--- src/rtl/multicycle_pkg.sv ---
// multicycle_pkg: state codes, opcodes, datapath select encodings and control bundle
// shared by the multicycle controller and its output decoder.
`default_nettype none

package multicycle_pkg;

   typedef logic [3:0] state_t;

   localparam state_t S_FETCH    = 4'd0;
   localparam state_t S_DECODE   = 4'd1;
   localparam state_t S_EXEC_R   = 4'd2;
   localparam state_t S_EXEC_I   = 4'd3;
   localparam state_t S_WB_ALU   = 4'd4;
   localparam state_t S_MEM_ADDR = 4'd5;
   localparam state_t S_MEM_RD   = 4'd6;
   localparam state_t S_WB_MEM   = 4'd7;
   localparam state_t S_MEM_WR   = 4'd8;
   localparam state_t S_BRANCH   = 4'd9;
   localparam state_t S_JAL      = 4'd10;
   localparam state_t S_TRAP     = 4'd11;

   localparam logic [6:0] OP_R      = 7'b0110011;
   localparam logic [6:0] OP_I      = 7'b0010011;
   localparam logic [6:0] OP_LUI    = 7'b0110111;
   localparam logic [6:0] OP_LOAD   = 7'b0000011;
   localparam logic [6:0] OP_STORE  = 7'b0100011;
   localparam logic [6:0] OP_BRANCH = 7'b1100011;
   localparam logic [6:0] OP_JAL    = 7'b1101111;

   localparam logic [1:0] ALU_ADD   = 2'd0;
   localparam logic [1:0] ALU_SUB   = 2'd1;
   localparam logic [1:0] ALU_FUNCT = 2'd2;

   localparam logic [1:0] SRC_A_PC    = 2'd0;
   localparam logic [1:0] SRC_A_RS1   = 2'd1;
   localparam logic [1:0] SRC_A_OLDPC = 2'd2;

   localparam logic [1:0] SRC_B_RS2  = 2'd0;
   localparam logic [1:0] SRC_B_FOUR = 2'd1;
   localparam logic [1:0] SRC_B_IMM  = 2'd2;

   localparam logic [1:0] WB_SEL_ALU = 2'd0;
   localparam logic [1:0] WB_SEL_MEM = 2'd1;
   localparam logic [1:0] WB_SEL_PC4 = 2'd2;

   localparam logic [1:0] PC_SRC_PC4    = 2'd0;
   localparam logic [1:0] PC_SRC_ALUOUT = 2'd1;

   localparam logic [1:0] CAUSE_NONE    = 2'd0;
   localparam logic [1:0] CAUSE_ILLEGAL = 2'd1;
   localparam logic [1:0] CAUSE_TIMEOUT = 2'd2;

   typedef struct packed {
      logic       ir_we;
      logic       pc_we;
      logic       reg_we;
      logic       mem_re;
      logic       mem_we;
      logic       instr_done;
      logic [1:0] alu_src_a;
      logic [1:0] alu_src_b;
      logic [1:0] alu_op;
      logic [1:0] wb_sel;
      logic [1:0] pc_src;
   } ctrl_t;

   localparam int CTRL_W = $bits(ctrl_t);

   // Illegal opcodes map to S_TRAP; the controller decides what that means per build.
   function automatic state_t dispatch(input logic [6:0] op);
      case (op)
         OP_R:               return S_EXEC_R;
         OP_I, OP_LUI:       return S_EXEC_I;
         OP_LOAD, OP_STORE:  return S_MEM_ADDR;
         OP_BRANCH:          return S_BRANCH;
         OP_JAL:             return S_JAL;
         default:            return S_TRAP;
      endcase
   endfunction

endpackage

`default_nettype wire

--- src/rtl/multicycle_ctrl_out_dec.sv ---
// mc_out_dec: combinational control-output decode from the current controller state.
`default_nettype none

module mc_out_dec
   import multicycle_pkg::*;
(
   input  logic [3:0]        state,
   input  logic [2:0]        funct3,
   input  logic              zero,
   input  logic              mem_ready,
   output logic [CTRL_W-1:0] ctrl
);

   ctrl_t c;
   logic  taken;

   assign taken = ((funct3 == 3'b000) && zero) || ((funct3 == 3'b001) && !zero);
   assign ctrl  = c;

   always_comb begin
      c = '0;
      case (state)
         S_FETCH: begin
            c.mem_re    = 1'b1;
            c.ir_we     = mem_ready;
            c.pc_we     = mem_ready;
            c.alu_src_a = SRC_A_PC;
            c.alu_src_b = SRC_B_FOUR;
            c.alu_op    = ALU_ADD;
            c.pc_src    = PC_SRC_PC4;
         end
         S_DECODE: begin
            c.alu_src_a = SRC_A_OLDPC;
            c.alu_src_b = SRC_B_IMM;
            c.alu_op    = ALU_ADD;
         end
         S_EXEC_R: begin
            c.alu_src_a = SRC_A_RS1;
            c.alu_src_b = SRC_B_RS2;
            c.alu_op    = ALU_FUNCT;
         end
         S_EXEC_I: begin
            c.alu_src_a = SRC_A_RS1;
            c.alu_src_b = SRC_B_IMM;
            c.alu_op    = ALU_FUNCT;
         end
         S_WB_ALU: begin
            c.reg_we     = 1'b1;
            c.wb_sel     = WB_SEL_ALU;
            c.instr_done = 1'b1;
         end
         S_MEM_ADDR: begin
            c.alu_src_a = SRC_A_RS1;
            c.alu_src_b = SRC_B_IMM;
            c.alu_op    = ALU_ADD;
         end
         S_MEM_RD: c.mem_re = 1'b1;
         S_WB_MEM: begin
            c.reg_we     = 1'b1;
            c.wb_sel     = WB_SEL_MEM;
            c.instr_done = 1'b1;
         end
         S_MEM_WR: begin
            c.mem_we     = 1'b1;
            c.instr_done = mem_ready;
         end
         S_BRANCH: begin
            // ALUOut still holds the target computed in DECODE; the ALU now compares.
            c.alu_src_a  = SRC_A_RS1;
            c.alu_src_b  = SRC_B_RS2;
            c.alu_op     = ALU_SUB;
            c.pc_src     = PC_SRC_ALUOUT;
            c.pc_we      = taken;
            c.instr_done = 1'b1;
         end
         S_JAL: begin
            c.reg_we     = 1'b1;
            c.wb_sel     = WB_SEL_PC4;
            c.pc_we      = 1'b1;
            c.pc_src     = PC_SRC_ALUOUT;
            c.instr_done = 1'b1;
         end
         default: c = '0;
      endcase
   end

endmodule

`default_nettype wire

--- src/rtl/multicycle_ctrl.sv ---
// multicycle_ctrl: multicycle CPU control FSM with next-state logic and memory-wait counter.
// Optional trap support (illegal opcode, memory timeout) is enabled with MULTICYCLE_TRAP_EN.
`default_nettype none

module multicycle_ctrl
   import multicycle_pkg::*;
#(
   parameter int WAIT_W = 4
)(
   input  logic       CLK,
   input  logic       RST,
   input  logic [6:0] OPCODE,
   input  logic [2:0] FUNCT3,
   input  logic       ZERO,
   input  logic       MEM_READY,
   output logic       PC_WE,
   output logic       IR_WE,
   output logic       REG_WE,
   output logic       MEM_RE,
   output logic       MEM_WE,
   output logic [1:0] ALU_SRC_A,
   output logic [1:0] ALU_SRC_B,
   output logic [1:0] ALU_OP,
   output logic [1:0] WB_SEL,
   output logic [1:0] PC_SRC,
   output logic [3:0] STATE,
   output logic       INSTR_DONE,
   output logic       TRAP,
   output logic [1:0] TRAP_CAUSE
);

   state_t state;
   state_t state_nxt;
   state_t target;
   ctrl_t  dec;
   ctrl_t  ctrl;
   logic   illegal_nop;

   assign target = dispatch(OPCODE);

   mc_out_dec u_out_dec (
      .state     (state),
      .funct3    (FUNCT3),
      .zero      (ZERO),
      .mem_ready (MEM_READY),
      .ctrl      (dec)
   );

`ifdef MULTICYCLE_TRAP_EN
   localparam state_t           ILLEGAL_NEXT = S_TRAP;
   localparam logic [WAIT_W-1:0] WAIT_LAST   = {{(WAIT_W-1){1'b1}}, 1'b0};

   logic [WAIT_W-1:0] wait_cnt;
   logic              waiting;
   logic              wait_timeout;
   logic [1:0]        cause;

   assign waiting      = !MEM_READY && ((state == S_FETCH) || (state == S_MEM_RD) || (state == S_MEM_WR));
   assign wait_timeout = waiting && (wait_cnt == WAIT_LAST);
   assign illegal_nop  = 1'b0;

   always_ff @(posedge CLK or posedge RST) begin
      if (RST)
         wait_cnt <= '0;
      else if (waiting)
         wait_cnt <= wait_cnt + 1'b1;
      else
         wait_cnt <= '0;
   end

   always_ff @(posedge CLK or posedge RST) begin
      if (RST)
         cause <= CAUSE_NONE;
      else if ((state != S_TRAP) && (state_nxt == S_TRAP))
         cause <= wait_timeout ? CAUSE_TIMEOUT : CAUSE_ILLEGAL;
   end

   assign TRAP       = (state == S_TRAP) && !RST;
   assign TRAP_CAUSE = cause;
`else
   localparam state_t ILLEGAL_NEXT = S_FETCH;

   // Illegal opcodes retire as a NOP straight out of DECODE.
   assign illegal_nop = (state == S_DECODE) && (target == S_TRAP);
   assign TRAP        = 1'b0;
   assign TRAP_CAUSE  = 2'b00;
`endif

   always_comb begin
      state_nxt = state;
      case (state)
         S_FETCH:            if (MEM_READY) state_nxt = S_DECODE;
         S_DECODE:           state_nxt = (target == S_TRAP) ? ILLEGAL_NEXT : target;
         S_EXEC_R, S_EXEC_I: state_nxt = S_WB_ALU;
         S_MEM_ADDR:         state_nxt = (OPCODE == OP_STORE) ? S_MEM_WR : S_MEM_RD;
         S_MEM_RD:           if (MEM_READY) state_nxt = S_WB_MEM;
         S_MEM_WR:           if (MEM_READY) state_nxt = S_FETCH;
         S_WB_ALU, S_WB_MEM, S_BRANCH, S_JAL:
                             state_nxt = S_FETCH;
         S_TRAP:             state_nxt = S_TRAP;
         default:            state_nxt = S_FETCH;
      endcase
`ifdef MULTICYCLE_TRAP_EN
      if (wait_timeout) state_nxt = S_TRAP;
`endif
   end

   always_ff @(posedge CLK or posedge RST) begin
      if (RST)
         state <= S_FETCH;
      else
         state <= state_nxt;
   end

   // Reset gates every output combinationally so strobes drop without waiting for CLK.
   always_comb begin
      ctrl            = dec;
      ctrl.instr_done = dec.instr_done | illegal_nop;
      if (RST) ctrl = '0;
   end

   assign PC_WE      = ctrl.pc_we;
   assign IR_WE      = ctrl.ir_we;
   assign REG_WE     = ctrl.reg_we;
   assign MEM_RE     = ctrl.mem_re;
   assign MEM_WE     = ctrl.mem_we;
   assign ALU_SRC_A  = ctrl.alu_src_a;
   assign ALU_SRC_B  = ctrl.alu_src_b;
   assign ALU_OP     = ctrl.alu_op;
   assign WB_SEL     = ctrl.wb_sel;
   assign PC_SRC     = ctrl.pc_src;
   assign INSTR_DONE = ctrl.instr_done;
   assign STATE      = state;

endmodule

`default_nettype wire

--- config.mk ---
export PLATFORM = sky130hd
export DESIGN_NAME = multicycle_ctrl
export DESIGN_NICKNAME = d
export VERILOG_FILES = /design/src/rtl/multicycle_pkg.sv /design/src/rtl/multicycle_ctrl_out_dec.sv /design/src/rtl/multicycle_ctrl.sv
export SDC_FILE = /design/constraint.sdc
export NUM_CORES = 1
export LEC_CHECK = 0
export CORE_ASPECT_RATIO = 0.75
export CORE_MARGIN = 8
export CORE_UTILIZATION = 25
export DETAILED_ROUTE_END_ITERATION = 12
export PLACE_DENSITY = 0.54
export SLEW_MARGIN = 5
export SYNTH_ARGS = -nofsm -noshare
export SYNTH_HDL_FRONTEND = slang
export SYNTH_SLANG_ARGS = --single-unit
export TNS_END_PERCENT = 50
--- constraint.sdc ---
create_clock -name CLK -period 2.7 [get_ports CLK]
set_clock_uncertainty 0.1 [all_clocks]
set_input_delay 0.27 -clock CLK [delete_from_list [all_inputs] [get_ports CLK]]
set_output_delay 0.27 -clock CLK [all_outputs]
set_load 0.01 [all_outputs]
==> out/qor.txt <==
Status: completed
Predominant post-synthesis flop cell: dfrtp_1
P_int: 212 µW
Sequential area share after synthesis: 16.7%
# IOs: 37
CTS clk-pin slew, worst paths: 0.04 ns
Final nets: 138
Synth top area cells: dfrtp_1 (17%), nand2b_1 (7.3%), nor2_1 (6.9%), buf_4 (5.0%), nand2_1 (4.4%)
First-pass GRT wire length: 3640 µm
NetSw: 125 µW
Ys async rst share: 100%
Gate Count Post-Synth: 89
R2r endpoint: STATE[0]
Pwr/cell area: 342 mW/mm²
Yosys top cell by area: dfrtp_1
Critical path required time: 2.33 ns
Vias per cell: 4.96
Congestion Overflow GR: 0
Final Max Tran Viols: 0
Worst Setup SP: STATE[2]
Starting density of the core: 26.2%
DIE AREA: 0.00424 mm²
Switch share: 37.1%
Seq cells post-synth: 4
Crit-path max cell delay: 0.56 ns
MaxCap Viol Count: 0
Crit path max-delay family: simple AND/OR/NAND/NOR gates
Fin. Hold Viols: 0
Number of synthesized flops with an enable pin: 0
All-Layer GR Usage: 10.4%
H-tree levels: 1
WS Path Type: reg2out
Final ANT Viol Nets: 0
Layout cells sized above 1: 8.20%
Most common cell in the netlist: nor2_1
Register-to-Register Path Depth: 3
Root buffer cell: clkbuf_4
CORE AREA: 0.00229 mm²
YS warnings: 0
Critical Path End: IR_WE
Antenna diodes: 0
Period minus WS final: 2.53 ns
Synthesized area: 601 µm²
VDD IR max: 0.000125 V
Clock sink count: 4
DRT iter0 DRCs: 57
R2R Setup Slk: 0.98 ns
Bufs on Longest Clock Path: 2
Clk_lat worst skew: 0.24 ns
# fillers: 251
Die X: 72.6 µm
Lkg Pwr: 0.365 nW
Area growth syn-to-layout: 64.2%
Arr. time, crit path: 2.16 ns
Synthesized area per cell: 6.75 µm²
Post-CTS setup buffers: 0
Clock tree from TritonCTS: yes
Initial antenna violation count: 0
Largest net degree at the start of global routing: 17
DR DRC count: 0
Number of flip-flops in the largest register: 4
Post-synth cell types: 35
Drt total wl: 2090 µm
Clock power share: 22.4%
Worst r2r src: STATE[2]
Measured slew at the worst slew-check pin: 0.509 ns
CP Capture Type: primary output
RSZ-0062 raised after global routing: false
HPWL after detailed placement: 1720 µm
Critical path launch point type: register
Vias in the first global route: 749
Reg power frac: 23.3%
GP Congestion: 0.876
Share of the synthesized area in the top cell type: 16.7%
Fin crit share: 93.7%
Rel. slew slack: 66.1%
Combinational power share: 54.3%
Worst-path cell chain: or3_1, nor3_1, and2_1, clkdlybuf4s50_1
Standard-cell rows: 15
Fin util: 43.1%
Crit path depth: 4
Setup TNS Final: 0 ns
Worst min-delay path class: in2async
CTS buffer count: 3
Drt wl/cell: 13.4 µm
Port buffer count: 32
Finished Layout Cells: 156
Fmax: 395 MHz
Die Y: 58.4 µm
Hold_buf cts: 0
Vias post-DR: 774
First-pass DRT Iterations: 4
Top post-synthesis cells by count: nor2_1 (11), nand2_1 (7), nand2b_1 (7), clkbuf_1 (5)
Final setup vio count: 0
Slowest CP cell: dfrtp_1
Dpl cells: 153
CP Max Fanout: 16
WP buf/inv: 1
-- power groups by stage --
stage	Sequential [mW]	Combinational, mW	Clock (mW)
after floorplan	0.0752	0.0966	0
after global placement	0.0795	0.181	0
after detailed placement	0.0793	0.182	0
after CTS	0.0786	0.183	0.0782
after global routing	0.0805	0.200	0.0849
final	0.0785	0.183	0.0755
-- cells in the final DEF (no fill, tap or decap), types with 2 or more instances in the layout --
cell	count
nor3b_1	2
dfrtp_1	4
nor2b_1	4
clkbuf_4	3
o31ai_1	2
nand3_1	4
buf_4	4
clkdlybuf4s50_1	32
nor3_1	3
and2_1	2
a31oi_1	2
xnor2_1	2
o21ai_0	3
nand2_1	7
or3_1	2
conb_1	4
o32a_1	2
inv_1	2
nand3b_1	2
a21oi_1	4
nand2b_1	7
nor2_1	11
-- worst register-to-register path, cell delays in order, from the launching register on --
cell	delay (ns)
dfrtp_1	0.56
or3_1	0.48
or2_1	0.25
o311ai_2	0.23
-- worst min-delay path by stage --
stage	end	cells past startpoint
floorplan	STATE[0]	2
global placement	STATE[2]	2
detailed placement	STATE[2]	2
CTS	STATE[2]	3
global route	STATE[2]	3
finish	STATE[2]	3
-- cells by family (layout without fill, tap and decap cells) --
logic type / Yosys count / after routing / synth area share (%)
xor gates and xnor gates: 2 / 2 / 2.92
and+or+nand+nor: 48 / 48 / 41.9
other: 1 / 4 / 0.624
buffers and inverters: 11 / 41 / 9.38
AOI/OAI and AO/OA: 23 / 23 / 28.5
DFF: 4 / 4 / 16.7
-- area by class of cell --
type                    count  area, µm²  share of cell area, %
inverters                   2       7.51                  0.761
well taps                  34       42.5                   4.31
repair buffers             36        350                   35.5
multi-input cells          77        463                   47.0
flip-flops and latches      4        100                   10.2
clock buffers               3       22.5                   2.28
-- metal layers --
layer / GRT usage (%) / routed length (µm) / vias up
met5: 0 / 0 / -
met4: 4.26 / 10 / 0
met3: 2.88 / 186 / 2
met2: 15.3 / 887 / 28
met1: 13.8 / 1010 / 357
li1: - / - / 387
-- timing repair --
action,CTS,global route
setup endpoints to repair,0,1
endpoints found under the hold margin,0,0
resized for setup,0,1
-- through the flow --
| stage | hold slack, ns | area (µm²) | setup WS (ns) | power [mW] |
|---|---|---|---|---|
| 3_5_place_dp | 0.540 | 956 | 0.207 | 0.261 |
| 3_3_place_gp | 0.539 | 956 | 0.228 | 0.261 |
| 5_1_grt | 0.412 | 986 | 0.0269 | 0.365 |
| 4_1_cts | 0.366 | 978 | 0.138 | 0.339 |
| 2_1_floorplan | 0.151 | 612 | 0.877 | 0.172 |
| 6_report | 0.373 | 986 | 0.169 | 0.337 |
No activity file was read; power rests on OpenSTA's default activity.
